**config.mk**
```make
export PLATFORM = sky130hd
export DESIGN_NAME = pwm_fade_sequencer_flat
export DESIGN_NICKNAME = d
export VERILOG_FILES = /design/src/rtl/pwm_fade_sequencer_pkg.sv /design/src/rtl/pwm_fade_sequencer_if.sv /design/src/rtl/pwm_fade_sequencer_step_calc.sv /design/src/rtl/pwm_fade_sequencer.sv /design/src/flat_wrapper.sv
export SDC_FILE = /design/constraint.sdc
export NUM_CORES = 1
export LEC_CHECK = 0
export ABC_CLOCK_PERIOD_IN_PS = 4900
export CAP_MARGIN = 20
export CORE_MARGIN = 3
export CORE_UTILIZATION = 54
export DETAILED_ROUTE_END_ITERATION = 6
export PLACE_DENSITY_LB_ADDON = 0.3
export SYNTH_ARGS = -nofsm -noshare
export SYNTH_HDL_FRONTEND = slang
export SYNTH_HIERARCHICAL = 1
export SYNTH_SLANG_ARGS = --single-unit
```
**constraint.sdc**
```tcl
create_clock -name clk -period 4.9 [get_ports clk]
set_input_delay 0.735 -clock clk [delete_from_list [all_inputs] [get_ports clk]]
set_output_delay 0.735 -clock clk [all_outputs]
set_load 0.02 [all_outputs]
```
**src/rtl/pwm_fade_sequencer_pkg.sv**
```systemverilog
// Shared types and helpers for the PWM fade sequencer: FSM state encoding,
// channel count and the duty-register address map.
package pwm_seq_pkg;

  localparam int NUM_CH = 3;

  typedef enum logic [1:0] {
    ST_IDLE = 2'd0,
    ST_WAIT = 2'd1,
    ST_SCAN = 2'd2,
    ST_EMIT = 2'd3
  } seq_state_e;

  // Address of channel n's duty register. The base and stride come from the
  // instantiating module's parameters so every user shares one address map.
  function automatic logic [5:0] duty_addr(input logic [5:0] base,
                                           input logic [5:0] stride,
                                           input logic [1:0] n);
    duty_addr = base + (stride * {4'd0, n});
  endfunction

endpackage

```
**src/rtl/pwm_fade_sequencer_if.sv**
```systemverilog
// Peripheral write bus plus the direct host write port that shares it.
// The sequencer drives the peripheral side (master); the host/peripheral
// environment uses the slave view.
interface pwm_fade_sequencer_if;
  logic       i_host_we;
  logic [5:0] i_host_addr;
  logic [7:0] i_host_data;
  logic       o_write_en;
  logic [5:0] o_address;
  logic [7:0] o_data;

  modport master (
    input  i_host_we, i_host_addr, i_host_data,
    output o_write_en, o_address, o_data
  );

  modport slave (
    output i_host_we, i_host_addr, i_host_data,
    input  o_write_en, o_address, o_data
  );
endinterface

```
**src/rtl/pwm_fade_sequencer_step_calc.sv**
```systemverilog
// Combinational fade step: moves cur toward tgt by step (0 acts as 1),
// landing exactly on tgt instead of overshooting or wrapping.
module pwm_step_calc (
  input  logic [7:0] cur,
  input  logic [7:0] tgt,
  input  logic [7:0] step,
  output logic [7:0] next,
  output logic       differs
);

  logic [7:0] step_eff_s;
  logic [8:0] diff_s;
  logic [8:0] mag_s;

  // Signed 9-bit distance to the target and the saturating next value.
  always_comb begin
    if (step == 8'd0) begin
      step_eff_s = 8'd1;
    end else begin
      step_eff_s = step;
    end
    diff_s  = {1'b0, tgt} - {1'b0, cur};
    if (diff_s[8]) begin
      mag_s = 9'd0 - diff_s;
    end else begin
      mag_s = diff_s;
    end
    differs = (cur != tgt);
    if (mag_s <= {1'b0, step_eff_s}) begin
      next = tgt;
    end else if (diff_s[8]) begin
      next = cur - step_eff_s;
    end else begin
      next = cur + step_eff_s;
    end
  end

endmodule

```
**src/rtl/pwm_fade_sequencer.sv**
```systemverilog
// Three-channel PWM fade sequencer. Ramps each duty register toward its
// target once per fade tick and shares the peripheral write bus with a
// host port that always wins arbitration.
module pwm_fade_sequencer
  import pwm_seq_pkg::*;
#(
  parameter int         TICK_DIV    = 256,
  parameter logic [5:0] DUTY_BASE   = 6'h01,
  parameter logic [5:0] ADDR_STRIDE = 6'h04
) (
  input  logic       clk,
  input  logic       rst_n,
  input  logic       i_tgt_we,
  input  logic [1:0] i_tgt_chan,
  input  logic [7:0] i_tgt_value,
  input  logic [7:0] i_step,
  pwm_fade_sequencer_if.master bus,
  output logic       o_busy,
  output logic       o_done
);

  localparam logic [16:0] TICK_LAST = 17'(TICK_DIV - 1);
  localparam logic [1:0]  LAST_CH   = 2'(NUM_CH - 1);

  seq_state_e  state_r, state_s, adv_state_s;
  logic [16:0] presc_r, presc_s;
  logic [1:0]  ch_r, ch_s, adv_ch_s;
  logic [7:0]  next_r, next_s;
  logic [7:0]  cur_r [NUM_CH];
  logic [7:0]  tgt_r [NUM_CH];
  logic [7:0]  cur_s [NUM_CH];
  logic [7:0]  tgt_s [NUM_CH];
  logic [NUM_CH-1:0] host_hit_s;
  logic        hit_cur_s;
  logic        emit_grant_s;
  logic        any_diff_now_s;
  logic        any_diff_next_s;
  logic        done_s;
  logic [7:0]  calc_cur_s, calc_tgt_s, calc_next_s;
  logic        calc_differs_s;

  logic        write_en_r;
  logic [5:0]  address_r;
  logic [7:0]  data_r;
  logic        busy_r;
  logic        done_r;

  pwm_step_calc u_step_calc (
    .cur     (calc_cur_s),
    .tgt     (calc_tgt_s),
    .step    (i_step),
    .next    (calc_next_s),
    .differs (calc_differs_s)
  );

  // Host duty-address decode and sequencer bus grant.
  always_comb begin
    host_hit_s = '0;
    for (int n = 0; n < NUM_CH; n++) begin
      host_hit_s[n] = bus.i_host_we &&
                      (bus.i_host_addr == duty_addr(DUTY_BASE, ADDR_STRIDE, 2'(n)));
    end
    emit_grant_s = (state_r == ST_EMIT) && !bus.i_host_we;
  end

  // Select the channel currently being scanned or emitted.
  always_comb begin
    case (ch_r)
      2'd0: begin
        calc_cur_s = cur_r[0];
        calc_tgt_s = tgt_r[0];
        hit_cur_s  = host_hit_s[0];
      end
      2'd1: begin
        calc_cur_s = cur_r[1];
        calc_tgt_s = tgt_r[1];
        hit_cur_s  = host_hit_s[1];
      end
      2'd2: begin
        calc_cur_s = cur_r[2];
        calc_tgt_s = tgt_r[2];
        hit_cur_s  = host_hit_s[2];
      end
      default: begin
        calc_cur_s = 8'd0;
        calc_tgt_s = 8'd0;
        hit_cur_s  = 1'b0;
      end
    endcase
  end

  // Next cur/tgt: a host duty write overrides everything on its channel,
  // otherwise target loads and granted emits update independently.
  always_comb begin
    any_diff_now_s  = 1'b0;
    any_diff_next_s = 1'b0;
    for (int n = 0; n < NUM_CH; n++) begin
      cur_s[n] = cur_r[n];
      tgt_s[n] = tgt_r[n];
      if (host_hit_s[n]) begin
        cur_s[n] = bus.i_host_data;
        tgt_s[n] = bus.i_host_data;
      end else begin
        if (i_tgt_we && (i_tgt_chan == 2'(n))) begin
          tgt_s[n] = i_tgt_value;
        end else begin
          tgt_s[n] = tgt_r[n];
        end
        if (emit_grant_s && (ch_r == 2'(n))) begin
          cur_s[n] = next_r;
        end else begin
          cur_s[n] = cur_r[n];
        end
      end
      any_diff_now_s  = any_diff_now_s  | (cur_r[n] != tgt_r[n]);
      any_diff_next_s = any_diff_next_s | (cur_s[n] != tgt_s[n]);
    end
  end

  // Sequencer FSM next-state: tick wait, per-channel scan, emit with stall.
  always_comb begin
    state_s = state_r;
    presc_s = presc_r;
    ch_s    = ch_r;
    next_s  = next_r;
    // Where the scan goes after finishing the current channel; the final
    // decision looks at this cycle's updates so a just-completed fade counts.
    if (ch_r == LAST_CH) begin
      adv_ch_s = 2'd0;
      if (any_diff_next_s) begin
        adv_state_s = ST_WAIT;
      end else begin
        adv_state_s = ST_IDLE;
      end
    end else begin
      adv_ch_s    = ch_r + 2'd1;
      adv_state_s = ST_SCAN;
    end
    case (state_r)
      ST_IDLE: begin
        if (any_diff_now_s) begin
          state_s = ST_WAIT;
          presc_s = 17'd0;
        end else begin
          state_s = ST_IDLE;
        end
      end
      ST_WAIT: begin
        if (presc_r == TICK_LAST) begin
          state_s = ST_SCAN;
          ch_s    = 2'd0;
          presc_s = 17'd0;
        end else begin
          presc_s = presc_r + 17'd1;
        end
      end
      ST_SCAN: begin
        if (calc_differs_s && !hit_cur_s) begin
          next_s  = calc_next_s;
          state_s = ST_EMIT;
        end else begin
          state_s = adv_state_s;
          ch_s    = adv_ch_s;
          presc_s = 17'd0;
        end
      end
      ST_EMIT: begin
        // Granted, or dropped because the host just rewrote this channel.
        if (emit_grant_s || hit_cur_s) begin
          state_s = adv_state_s;
          ch_s    = adv_ch_s;
          presc_s = 17'd0;
        end else begin
          state_s = ST_EMIT;
        end
      end
      default: begin
        state_s = ST_IDLE;
      end
    endcase
    done_s = (state_r != ST_IDLE) && (state_s == ST_IDLE);
  end

  // FSM, prescaler and channel state registers.
  always_ff @(posedge clk or negedge rst_n) begin
    if (!rst_n) begin
      state_r <= ST_IDLE;
      presc_r <= 17'd0;
      ch_r    <= 2'd0;
      next_r  <= 8'd0;
      for (int n = 0; n < NUM_CH; n++) begin
        cur_r[n] <= 8'd0;
        tgt_r[n] <= 8'd0;
      end
    end else begin
      state_r <= state_s;
      presc_r <= presc_s;
      ch_r    <= ch_s;
      next_r  <= next_s;
      for (int n = 0; n < NUM_CH; n++) begin
        cur_r[n] <= cur_s[n];
        tgt_r[n] <= tgt_s[n];
      end
    end
  end

  // Registered bus and status outputs; host traffic has priority.
  always_ff @(posedge clk or negedge rst_n) begin
    if (!rst_n) begin
      write_en_r <= 1'b0;
      address_r  <= 6'd0;
      data_r     <= 8'd0;
      busy_r     <= 1'b0;
      done_r     <= 1'b0;
    end else begin
      if (bus.i_host_we) begin
        write_en_r <= 1'b1;
        address_r  <= bus.i_host_addr;
        data_r     <= bus.i_host_data;
      end else if (emit_grant_s) begin
        write_en_r <= 1'b1;
        address_r  <= duty_addr(DUTY_BASE, ADDR_STRIDE, ch_r);
        data_r     <= next_r;
      end else begin
        write_en_r <= 1'b0;
      end
      busy_r <= any_diff_now_s;
      done_r <= done_s;
    end
  end

  assign bus.o_write_en = write_en_r;
  assign bus.o_address  = address_r;
  assign bus.o_data     = data_r;
  assign o_busy         = busy_r;
  assign o_done         = done_r;

endmodule

```
**src/flat_wrapper.sv**
```systemverilog
// flat-port wrapper written by rule: the top's interface ports become plain ports
module pwm_fade_sequencer_flat import pwm_seq_pkg::*;
#(
  parameter int         TICK_DIV    = 256,
  parameter logic [5:0] DUTY_BASE   = 6'h01,
  parameter logic [5:0] ADDR_STRIDE = 6'h04
)
  (clk, rst_n, i_tgt_we, i_tgt_chan, i_tgt_value, i_step, o_busy, o_done, bus_i_host_we, bus_i_host_addr, bus_i_host_data, bus_o_write_en, bus_o_address, bus_o_data);
  pwm_fade_sequencer_if bus_i ();
  input  logic clk;
  input  logic rst_n;
  input  logic i_tgt_we;
  input  logic [1:0] i_tgt_chan;
  input  logic [7:0] i_tgt_value;
  input  logic [7:0] i_step;
  output logic o_busy;
  output logic o_done;
  input wire logic [$bits(bus_i.i_host_we)-1:0] bus_i_host_we;
  input wire logic [$bits(bus_i.i_host_addr)-1:0] bus_i_host_addr;
  input wire logic [$bits(bus_i.i_host_data)-1:0] bus_i_host_data;
  output wire logic [$bits(bus_i.o_write_en)-1:0] bus_o_write_en;
  output wire logic [$bits(bus_i.o_address)-1:0] bus_o_address;
  output wire logic [$bits(bus_i.o_data)-1:0] bus_o_data;
  assign bus_i.i_host_we = bus_i_host_we;
  assign bus_i.i_host_addr = bus_i_host_addr;
  assign bus_i.i_host_data = bus_i_host_data;
  assign bus_o_write_en = bus_i.o_write_en;
  assign bus_o_address = bus_i.o_address;
  assign bus_o_data = bus_i.o_data;
  pwm_fade_sequencer #(.TICK_DIV(TICK_DIV), .DUTY_BASE(DUTY_BASE), .ADDR_STRIDE(ADDR_STRIDE)) u_core (.clk(clk), .rst_n(rst_n), .i_tgt_we(i_tgt_we), .i_tgt_chan(i_tgt_chan), .i_tgt_value(i_tgt_value), .i_step(i_step), .bus(bus_i), .o_busy(o_busy), .o_done(o_done));
endmodule
```
==> impl_metrics.toml <==
[setup_path]
worstReg2RegStart = "u_core/ch_r[0]"
startpoint = "u_core/ch_r[0]"
reg2reg_to = "u_core/next_r[7]"
criticalPathCategory = "reg2reg"
r2r_setup_slack_ns = 0.21
cp-start-kind = "flip-flop"
required_ns = 5.13
cp_data_arrival_time_ns = 4.92
rr_worst_depth = 23
endpoint_kind = "flip-flop"
critPathMaxFanout = 15

[sta]
slew_headroom = 0.4335
skew_ns = 0.006654
tightest_slew_ns = 0.8420
fmax_mhz = 213.1
worst_hold_slack_ns = 0.4292
fin_crit_sh = 0.9576
finalHoldViolCount = 0
finalMaxSlewViolations = 0
rsz0062_at_grt = "false"
setup_viol_count_final = 0
period_needed_ns = 4.692

[clock_tree]
clk_transition_reported_paths_ns = 0.07
cts_tree = "done"
cts-root-buf = "clkbuf_16"
cts.sinks = 94
cts_buffers = 9
insertion_delay_ns = 0.35
cts_buffer_depth = 2
htree_num_levels = 3

[synthesis]
yosysTopAreaCell = "dfrtp_1"
synthMuxAreaShare = 0.1125
synth_edf_count = 0
synth_most_common_cell = "dfrtp_1"
synth_seq_cells = 94
yosys.area_share.simple = 0.2163
postSynthAreaPerCell_um2 = 8.679
synth_common_cells = "dfrtp_1, nor2_1, nand2_1, o21ai_0, a21oi_1"
synth_warnings = 6
synthCells = 815
synth-compound-area-share = 0.1788
synth_top_family_by_area = "simple AND/OR/NAND/NOR gates"
synthXorXnorAreaFrac = 0.06687
synth-adder-area-share = 0.05165
synthFlopType = "dfrtp_1"
synth_nets = 879
synth_top_area_frac = 0.3326
ys_async_sr_fraction = 1.000
syn_area_um2 = 7073
synth_cell_types = 76
ys_seq_area_frac = 0.3326
synth_area_leaders = "dfrtp_1, mux2i_1, xnor2_1"

[route]
firstDrtPassIters = 5
wl_mm = 22.65
drtIter0Drc = 693
vias_per_cell = 6.466
wire_per_inst_um = 21.91
ant_nets = 0
vias = 6686
drcViolationCount = 0

[pwr]
p_leak_nw = 3.582
p_total_w = 0.006625
power_density_nw_per_um2 = 817.6
ir_drop_uv = 751.0

[global_routing]
globalRoute.totalOverflow = 0
grt_pass1_wl_mm = 34.92
grt_max_degree = 51
antenna_found_initial = 0
grt_use_total = 0.3122
grt_pass1_vias = 6462

[placed_design]
post-dp-hpwl_mm = 17.42
placedCellCount = 1017
port_buffers = 52
gp_congestion = 0.9757

[final_layout]
drive_gt1_frac = 0.09861
insertedDiodeCount = 0
fin_cells = 1034
finalNetCount = 922
fin_util = 0.6369
syn_to_final_growth_pct = 14.56

[die]
dieArea_um2 = 14510
core_area_um2 = 12720
die_w_um = 120.4
initial_core_util = 0.5560
num_rows = 41
die_h_um = 120.4
pin_count = 53

[worst_hold_path]
hp-class = "in2async"

[run]
drv_cap = 0

[status]
status = "finished, final reports clean"
-- sequential cells by signal, indices dropped and copies added, names as in the netlist --
name                   cells
u_core/cur_r              24
u_core/o_busy              1
u_core/bus.o_data          8
u_core/bus.o_write_en      1
u_core/presc_r            17
u_core/tgt_r              24
u_core/ch_r                2
u_core/bus.o_address       6
u_core/next_r              8
u_core/o_done              1
u_core/state_r             2
-- where the power goes --
part | internal (W) | total, W | switching, W
Combinational | 0.00229 | 0.00486 | 0.00257
Clock | 0.000344 | 0.000661 | 0.000317
Sequential | 0.000921 | 0.00110 | 0.000181
Total | 0.00356 | 0.00662 | 0.00307
-- logic make-up (layout without fill, tap and decap cells) --
kind of cell               count (synthesis)  count (layout)
muxes                                     74              74
adders and majority gates                 28              28
and+or+nand+nor                          293             293
DFF                                       94              94
xor gates and xnor gates                  54              54
AOI/OAI and AO/OA                        204             204
buffers and inverters                     68             115
-- layer usage --
metal	track usage	vias to the layer above	routed length, um
met2	0.4862	354	10250
met3	0.05239	53	1941
li1	-	3058	-
met5	0	-	0
met1	0.4298	3221	9617
met4	0.1367	0	842
-- critical path, stage by stage, from the launching register on --
cell and delay (ns):
dfrtp_2 0.45, nor2b_4 0.15, buf_12 0.15, nand2_1 0.06
o21ai_1 0.13, ha_2 0.21, inv_1 0.05, fa_2 0.35
nand3_1 0.14, nand2_1 0.11, xor2_1 0.19, or4_4 0.55
nor2_1 0.11, a21boi_0 0.11, xnor2_1 0.16, ha_1 0.30
nand4_1 0.09, nor2_1 0.09, nand2_1 0.06, o21ai_0 0.09
a21oi_1 0.06, a41o_2 0.36, mux2_4 0.34, mux2_2 0.26
-- layout make-up --
type / instances / area (um^2)
clock buffers: 9 / 225.2
clock inverters: 6 / 47.55
fillers: 1111 / 4619
inverters: 27 / 101.3
multi-input cells: 653 / 4443
flip-flops and latches: 94 / 2354
well taps: 172 / 215.2
repair buffers: 73 / 716.9
-- placed cells by master (no fill, tap or decap), types with 7 or more instances in the layout --
master / synthesis / final
nor2_1: 81 / 81
nand3_1: 18 / 18
nor2b_1: 8 / 7
mux2_4: 7 / 7
xnor2_1: 46 / 46
nand4_1: 22 / 22
nor3_1: 10 / 10
dfrtp_1: 94 / 93
xor2_1: 8 / 8
a31oi_1: 9 / 9
clkbuf_16: 0 / 10
mux2_2: 16 / 16
nand2b_1: 8 / 8
a21boi_0: 12 / 12
o211ai_1: 8 / 8
mux2i_1: 51 / 51
clkdlybuf4s50_1: 0 / 51
o21ai_1: 1 / 8
ha_1: 26 / 25
nand2_1: 70 / 70
a21oi_1: 62 / 62
inv_1: 27 / 27
nor4_1: 11 / 11
buf_4: 1 / 18
and3_1: 17 / 17
o21ai_0: 64 / 57
-- worst max-delay path by stage --
stage | end | slack, ns
after floorplan | u_core/next_r[1] | 0.03
after global placement | u_core/next_r[5] | 0.21
after detailed placement | u_core/next_r[7] | -0.07
after CTS | u_core/next_r[7] | 0.10
after global routing | u_core/next_r[7] | 0.008
final | u_core/next_r[7] | 0.21
-- repair_timing --
action,in CTS,in global routing
setup buffers,0,1
resized for setup,1,15
endpoints found under the setup margin,7,7
gates cloned,0,1
hold buffers,0,0
-- per-stage QoR --
step	worst slack [ns]	area (um^2)	TNS (ns)
3_5_place_dp	-0.06814	7771	-0.4055
2_1_floorplan	0.03316	7074	0
5_1_grt	0.007990	8103	0
4_1_cts	0.1047	8045	0
6_report	0.2078	8103	0
3_3_place_gp	0.2138	7771	0
Note: power is estimated with default switching activity, not from simulation.
